File: src/rtl/mem_port_arbiter_pkg.sv
// Shared CPU constants: memory access-size encodings and the memory-port owner tag.
// Used by mem_port_arbiter and mem_owner_fifo.
package mem_port_arbiter_pkg;

  localparam logic [1:0] BYTE        = 2'b00;
  localparam logic [1:0] HALF_WORD   = 2'b01;
  localparam logic [1:0] WORD        = 2'b10;
  localparam logic [1:0] DOUBLE_WORD = 2'b11;

  typedef enum logic {
    OWNER_INSTR = 1'b0,
    OWNER_DATA  = 1'b1
  } mem_owner_e;

  function automatic mem_owner_e other_owner(input mem_owner_e o);
    return (o == OWNER_INSTR) ? OWNER_DATA : OWNER_INSTR;
  endfunction

endpackage

File: src/rtl/mem_owner_fifo.sv
// In-order FIFO of memory-transaction owners; one entry per accepted, unanswered request.
// Synchronous reset to empty. Pushes while full and pops while empty are ignored.
module mem_owner_fifo
  import mem_port_arbiter_pkg::*;
#(
  parameter int DEPTH = 2
) (
  input  logic       clk,
  input  logic       reset_sync,
  input  logic       push,
  input  mem_owner_e push_owner,
  input  logic       pop,
  output logic       full,
  output logic       empty,
  output mem_owner_e head
);

  localparam int PTR_W = (DEPTH > 1) ? $clog2(DEPTH) : 1;
  localparam int CNT_W = $clog2(DEPTH) + 1;
  localparam logic [PTR_W-1:0] LAST_PTR = PTR_W'(DEPTH - 1);
  localparam logic [CNT_W-1:0] FULL_CNT = CNT_W'(DEPTH);

  mem_owner_e       mem_q [DEPTH];
  mem_owner_e       mem_d [DEPTH];
  logic [PTR_W-1:0] wr_ptr_q, wr_ptr_d;
  logic [PTR_W-1:0] rd_ptr_q, rd_ptr_d;
  logic [CNT_W-1:0] cnt_q, cnt_d;
  logic             do_push, do_pop;

  assign full  = (cnt_q == FULL_CNT);
  assign empty = (cnt_q == '0);
  assign head  = mem_q[rd_ptr_q];

  always_comb begin
    do_push  = push & ~full;
    do_pop   = pop & ~empty;
    mem_d    = mem_q;
    wr_ptr_d = wr_ptr_q;
    rd_ptr_d = rd_ptr_q;
    cnt_d    = cnt_q + CNT_W'(do_push) - CNT_W'(do_pop);
    if (do_push) begin
      mem_d[wr_ptr_q] = push_owner;
      wr_ptr_d = (wr_ptr_q == LAST_PTR) ? '0 : wr_ptr_q + 1'b1;
    end
    if (do_pop) begin
      rd_ptr_d = (rd_ptr_q == LAST_PTR) ? '0 : rd_ptr_q + 1'b1;
    end
  end

  always_ff @(posedge clk) begin
    if (reset_sync) begin
      for (int i = 0; i < DEPTH; i++) mem_q[i] <= OWNER_INSTR;
      wr_ptr_q <= '0;
      rd_ptr_q <= '0;
      cnt_q    <= '0;
    end else begin
      mem_q    <= mem_d;
      wr_ptr_q <= wr_ptr_d;
      rd_ptr_q <= rd_ptr_d;
      cnt_q    <= cnt_d;
    end
  end

endmodule

File: src/rtl/mem_port_arbiter.sv
// Shares one memory port between instruction fetch and load/store, routing in-order responses back.
// MEM_ARB_DATA_PRIORITY_EN selects fixed data priority instead of round-robin.
module mem_port_arbiter
  import mem_port_arbiter_pkg::*;
#(
  parameter int OUTSTANDING_DEPTH = 2
) (
  input  logic        clk,
  input  logic        reset_sync,
  input  logic        instr_req_i,
  input  logic [63:0] instr_addr_i,
  output logic        instr_gnt_o,
  output logic        instr_rvalid_o,
  output logic [63:0] instr_rdata_o,
  input  logic        data_req_i,
  input  logic [63:0] data_addr_i,
  input  logic [1:0]  data_byte_en_i,
  input  logic        data_wr_i,
  input  logic [63:0] data_wr_data_i,
  output logic        data_gnt_o,
  output logic        data_rvalid_o,
  output logic [63:0] data_rdata_o,
  output logic        mem_req_o,
  output logic [63:0] mem_addr_o,
  output logic [1:0]  mem_byte_en_o,
  output logic        mem_wr_o,
  output logic [63:0] mem_wr_data_o,
  input  logic        mem_gnt_i,
  input  logic        mem_rvalid_i,
  input  logic [63:0] mem_rdata_i,
  output logic        err_unexp_rsp_o
);

  // Handshake: a request transfers on a cycle where mem_req_o & mem_gnt_i; once
  // mem_req_o is raised without a grant, the winner is locked and its fields held
  // until granted. Every transfer gets exactly one in-order mem_rvalid_i.

  mem_owner_e winner, head_owner;
  mem_owner_e lock_owner_q, lock_owner_d;
  logic       lock_valid_q, lock_valid_d;
  logic       err_q, err_d;
  logic       fifo_full, fifo_empty, grant, pop;
`ifndef MEM_ARB_DATA_PRIORITY_EN
  mem_owner_e rr_last_q, rr_last_d;
`endif

  always_comb begin
    winner = OWNER_INSTR;
    if (lock_valid_q) begin
      winner = lock_owner_q;
    end else begin
`ifdef MEM_ARB_DATA_PRIORITY_EN
      if (data_req_i) winner = OWNER_DATA;
`else
      if (instr_req_i && data_req_i) winner = other_owner(rr_last_q);
      else if (data_req_i)           winner = OWNER_DATA;
`endif
    end
  end

  // Occupancy is judged before any same-cycle pop, so a full FIFO always stalls.
  assign mem_req_o   = ~reset_sync & (instr_req_i | data_req_i | lock_valid_q) & ~fifo_full;
  assign grant       = mem_req_o & mem_gnt_i;
  assign instr_gnt_o = grant & (winner == OWNER_INSTR);
  assign data_gnt_o  = grant & (winner == OWNER_DATA);

  always_comb begin
    mem_addr_o    = instr_addr_i;
    mem_byte_en_o = WORD;
    mem_wr_o      = 1'b0;
    mem_wr_data_o = '0;
    if (winner == OWNER_DATA) begin
      mem_addr_o    = data_addr_i;
      mem_byte_en_o = data_byte_en_i;
      mem_wr_o      = data_wr_i;
      mem_wr_data_o = data_wr_data_i;
    end
  end

  assign pop            = ~reset_sync & mem_rvalid_i & ~fifo_empty;
  assign instr_rvalid_o = pop & (head_owner == OWNER_INSTR);
  assign data_rvalid_o  = pop & (head_owner == OWNER_DATA);
  assign instr_rdata_o  = mem_rdata_i;
  assign data_rdata_o   = mem_rdata_i;
  assign err_unexp_rsp_o = err_q;

  always_comb begin
    lock_valid_d = lock_valid_q;
    lock_owner_d = lock_owner_q;
    err_d        = err_q | (mem_rvalid_i & fifo_empty);
    if (mem_req_o && !mem_gnt_i) begin
      lock_valid_d = 1'b1;
      lock_owner_d = winner;
    end else if (grant) begin
      lock_valid_d = 1'b0;
    end
  end

`ifndef MEM_ARB_DATA_PRIORITY_EN
  assign rr_last_d = grant ? winner : rr_last_q;

  always_ff @(posedge clk) begin
    if (reset_sync) rr_last_q <= OWNER_DATA;
    else            rr_last_q <= rr_last_d;
  end
`endif

  always_ff @(posedge clk) begin
    if (reset_sync) begin
      lock_valid_q <= 1'b0;
      lock_owner_q <= OWNER_INSTR;
      err_q        <= 1'b0;
    end else begin
      lock_valid_q <= lock_valid_d;
      lock_owner_q <= lock_owner_d;
      err_q        <= err_d;
    end
  end

  mem_owner_fifo #(.DEPTH(OUTSTANDING_DEPTH)) u_owner_fifo (
    .clk        (clk),
    .reset_sync (reset_sync),
    .push       (grant),
    .push_owner (winner),
    .pop        (pop),
    .full       (fifo_full),
    .empty      (fifo_empty),
    .head       (head_owner)
  );

endmodule

File: config.mk
export PLATFORM = sky130hd
export DESIGN_NAME = mem_port_arbiter
export DESIGN_NICKNAME = d
export VERILOG_FILES = /design/src/rtl/mem_port_arbiter_pkg.sv /design/src/rtl/mem_owner_fifo.sv /design/src/rtl/mem_port_arbiter.sv
export SDC_FILE = /design/constraint.sdc
export NUM_CORES = 1
export LEC_CHECK = 0
export CORE_AREA = 2 2 204 206
export DETAILED_ROUTE_END_ITERATION = 10
export DIE_AREA = 0 0 206 208
export PLACE_DENSITY = 0.32
export SYNTH_ARGS = -nofsm -noshare
export SYNTH_HDL_FRONTEND = slang
export SYNTH_SLANG_ARGS = --single-unit
File: constraint.sdc
create_clock -name clk -period 2.31 [get_ports clk]
set_input_delay 0.462 -clock clk [delete_from_list [all_inputs] [get_ports clk]]
set_output_delay 0.462 -clock clk [all_outputs]
set_load 0.05 [all_outputs]
==> impl_metrics.csv <==
group,metric,value,unit
routing,vias,2881,
routing,final_antenna_net_count,0,
floorplanning,core,0.0406,mm²
routing,drt-total-wl,14000,µm
synthesis,synth_compound_area_frac,0.0234,
global_route,track_usage,0.0618,
routing,drc,0,
synthesis,yosysTopAreaCell,"buf_4",
synthesis,syn_inst,328,
outcome,status,"complete, no violations",
synthesis,seq_area_frac_synth,0.0721,
power,vdd_drop_max,0.208,mV
place,gp_congestion,0.691,
global_route,grt_antenna_before_repair,0,
routing,routedWlPerCell,12.9,µm
synthesis,ys_types,27,
floorplanning,initial_core_util,0.0684,
synthesis,ys_seq_elements,10,
place,port_buffers,337,
sta,worst_slack,0.0625,ns
worst_hold_path,min_path_type,"flip-flop to flip-flop",
routing,vias_per_cell,2.66,
global_route,grt_max_degree,26,
cells_and_area,num_antenna_cells,0,
place,place_ws,-0.356,ns
floorplanning,die_area,0.0428,mm²
power,cellPowerDensity,367,mW/mm²
clocking,root_buffer,"clkbuf_16",
synthesis,synth_top_cell_area_share,0.346,
sta,fmax,0.445,GHz
power,internal_power,1450,µW
job,cap_violations,0,
clocking,cts_sinks,10,
worst_setup_path,path_class,"input pin to output port",
clocking,clock_latency,0.24,ns
synthesis,yosysWarnings,0,
clocking,clk_pin_slew,0.04,ns
floorplanning,pin_count,530,
routing,drtIter0Drc,70,
power,seqPwrFrac,0.081,
sta,final_max_slew_viol_count,0,
synthesis,syn_nets,594,
routing,first_pass_iters,4,
synthesis,syn-cell-area,0.00278,mm²
sta,setup_viol,0,
power,fin_total_pwr,2530,µW
global_route,grt_pass1_wl,20200,µm
power,pwr-share-comb,0.782,
sta,min_period,2.25,ns
power,clkPwrFrac,0.138,
worst_setup_path,startpoint_type,"input pin",
global_route,gr-total-overflow,0,
cells_and_area,nNetsFinal,818,
cells_and_area,final_util,0.170,
worst_setup_path,critPathMaxFanout,7,
place,dp_hpwl,12200,µm
worst_setup_path,critical_path_arrival,1.79,ns
sta,rsz0062_at_grt,"no",
power,swShare,0.430,
sta,worstMarginPinSlew,0.548,ns
synthesis,synth_xor_area_frac,0.0126,
cells_and_area,area_growth,149,%
worst_setup_path,required,1.85,ns
sta,skew,0.00151,ns
sta,hold_violations,0,
clocking,numCtsBuffers,3,
floorplanning,die_w,206,µm
power,p_switching,1090,µW
worst_setup_path,end_kind,"output port",
floorplanning,die_y,208,µm
synthesis,synth_top_family_by_area,"buffers and inverters",
synthesis,synth_adder_area_share,0.00451,
floorplanning,num_rows,74,
synthesis,synth_mux_area_frac,0.307,
cells_and_area,drive_gt1_frac,0.441,
clocking,cts_tree,"yes",
global_route,grt_pass1_vias,3190,
synthesis,synthTopCellsByArea,"buf_4, and2_1, mux2_2, mux2_4, dfxtp_1",
clocking,cts_buffer_depth,2,
power,p_leak,0.00274,µW
clocking,h-tree-depth,1,
sta,max-slew-margin-rel,0.632,
synthesis,synthSimpleGateAreaFrac,0.199,
sta,period_share,0.973,
synthesis,syn_avg_cell_area,8.46,µm²
sequential cells by signal (all words and copies together), names as in the netlist:
signal,flops
u_owner_fifo.wr_ptr_q,1
err_unexp_rsp_o,1
lock_owner_q,1
u_owner_fifo.mem_q,2
u_owner_fifo.rd_ptr_q,1
rr_last_q,1
lock_valid_q,1
u_owner_fifo.cnt_q,2
area by class of cell:
| class | count | area (µm²) |
|---|---|---|
| clock buffers | 4 | 88.8 |
| repair buffers | 362 | 4370 |
| well taps | 532 | 666 |
| fillers | 4552 | 33600 |
| flip-flops and latches | 10 | 201 |
| multi-input cells | 173 | 1570 |
| inverters | 2 | 7.51 |
per-stage QoR:
step	cells	setup TNS (ns)	hold WS, ns	cell area (µm²)
2_1_floorplan	328	0	0.446	2790
3_3_place_gp	1075	-30.07	0.459	6620
3_5_place_dp	1075	-32.65	0.476	6620
4_1_cts	1084	0	0.486	6920
5_1_grt	1083	0	0.501	6900
6_report	1083	0	0.476	6900
power groups by stage:
stage	Combinational, µW	Clock, µW	Sequential (µW)
after global routing	2080	366	208
after CTS	2020	356	205
final	1980	349	205
after global placement	1930	0	208
after detailed placement	1930	0	207
after floorplan	1560	0	211
cells in the mapped netlist:
cell	n
o21ai_1	1
and2_1	67
inv_1	2
nor3_1	4
nor3_4	1
nand2b_1	3
mux2_2	37
a21bo_2	1
a311oi_1	2
buf_2	3
nand2_1	3
a21oi_1	4
clkbuf_1	8
buf_6	4
mux2i_1	3
or4_1	1
nor4_2	1
nor2b_1	2
dfxtp_1	10
nor2_1	9
buf_4	128
mux2_4	27
ha_1	1
xnor2_1	2
xor2_1	2
o21a_1	1
o21ai_0	1
repair_timing:
action	in CTS	in global routing
endpoints found under the hold margin	0	0
hold buffers	0	0
setup buffers	4	0
gates resized for setup	45	5
cloned	2	0
setup endpoints to repair	134	29
pin swaps	1	0
final timing paths:
path | start | endpoint | slack (ns) | depth (start not counted)
worst max-delay path | instr_req_i | mem_addr_o[17] | 0.06 | 7
worst max register to register | u_owner_fifo.cnt_q[1]$_SDFF_PP0_ | u_owner_fifo.cnt_q[1]$_SDFF_PP0_ | 0.64 | 6
worst min-delay path | err_unexp_rsp_o$_SDFF_PP0_ | err_unexp_rsp_o$_SDFF_PP0_ | 0.48 | 2
worst min register to register | err_unexp_rsp_o$_SDFF_PP0_ | err_unexp_rsp_o$_SDFF_PP0_ | 0.48 | 2
worst max-delay path, stage by stage:
cell	delay, ns
buf_2	0.11
a21bo_4	0.21
o21a_4	0.25
buf_12	0.15
buf_12	0.14
mux2_4	0.30
buf_8	0.15
cell usage in the layout (no fill, tap or decap), drive strengths merged, types with 3 or more instances in the layout:
cell             n
a21oi            4
and2            67
buf            163
clkbuf           4
clkdlybuf4s50  199
dfxtp           10
mux2            64
mux2i            3
nand2            3
nand2b           3
nor2             9
nor3             5
kinds of logic (layout without fill, tap and decap cells):
group                      Yosys count  in the layout
buffers and inverters              145            368
and+or+nand+nor                     91             91
DFF                                 10             10
adders and majority gates            1              1
xor gates and xnor gates             4              4
muxes                               67             67
AOI/OAI and AO/OA                   10             10
metal layers:
layer  share of wire  GRT usage  wire length (µm)  vias up
li1                -          -                 -     1381
met2            0.49      0.106              6870      227
met1            0.36     0.0687              5000     1239
met5               0          0                 0        -
met4           0.029     0.0192               412        0
met3            0.12     0.0258              1690       34
Note: power is estimated with default switching activity, not from simulation.
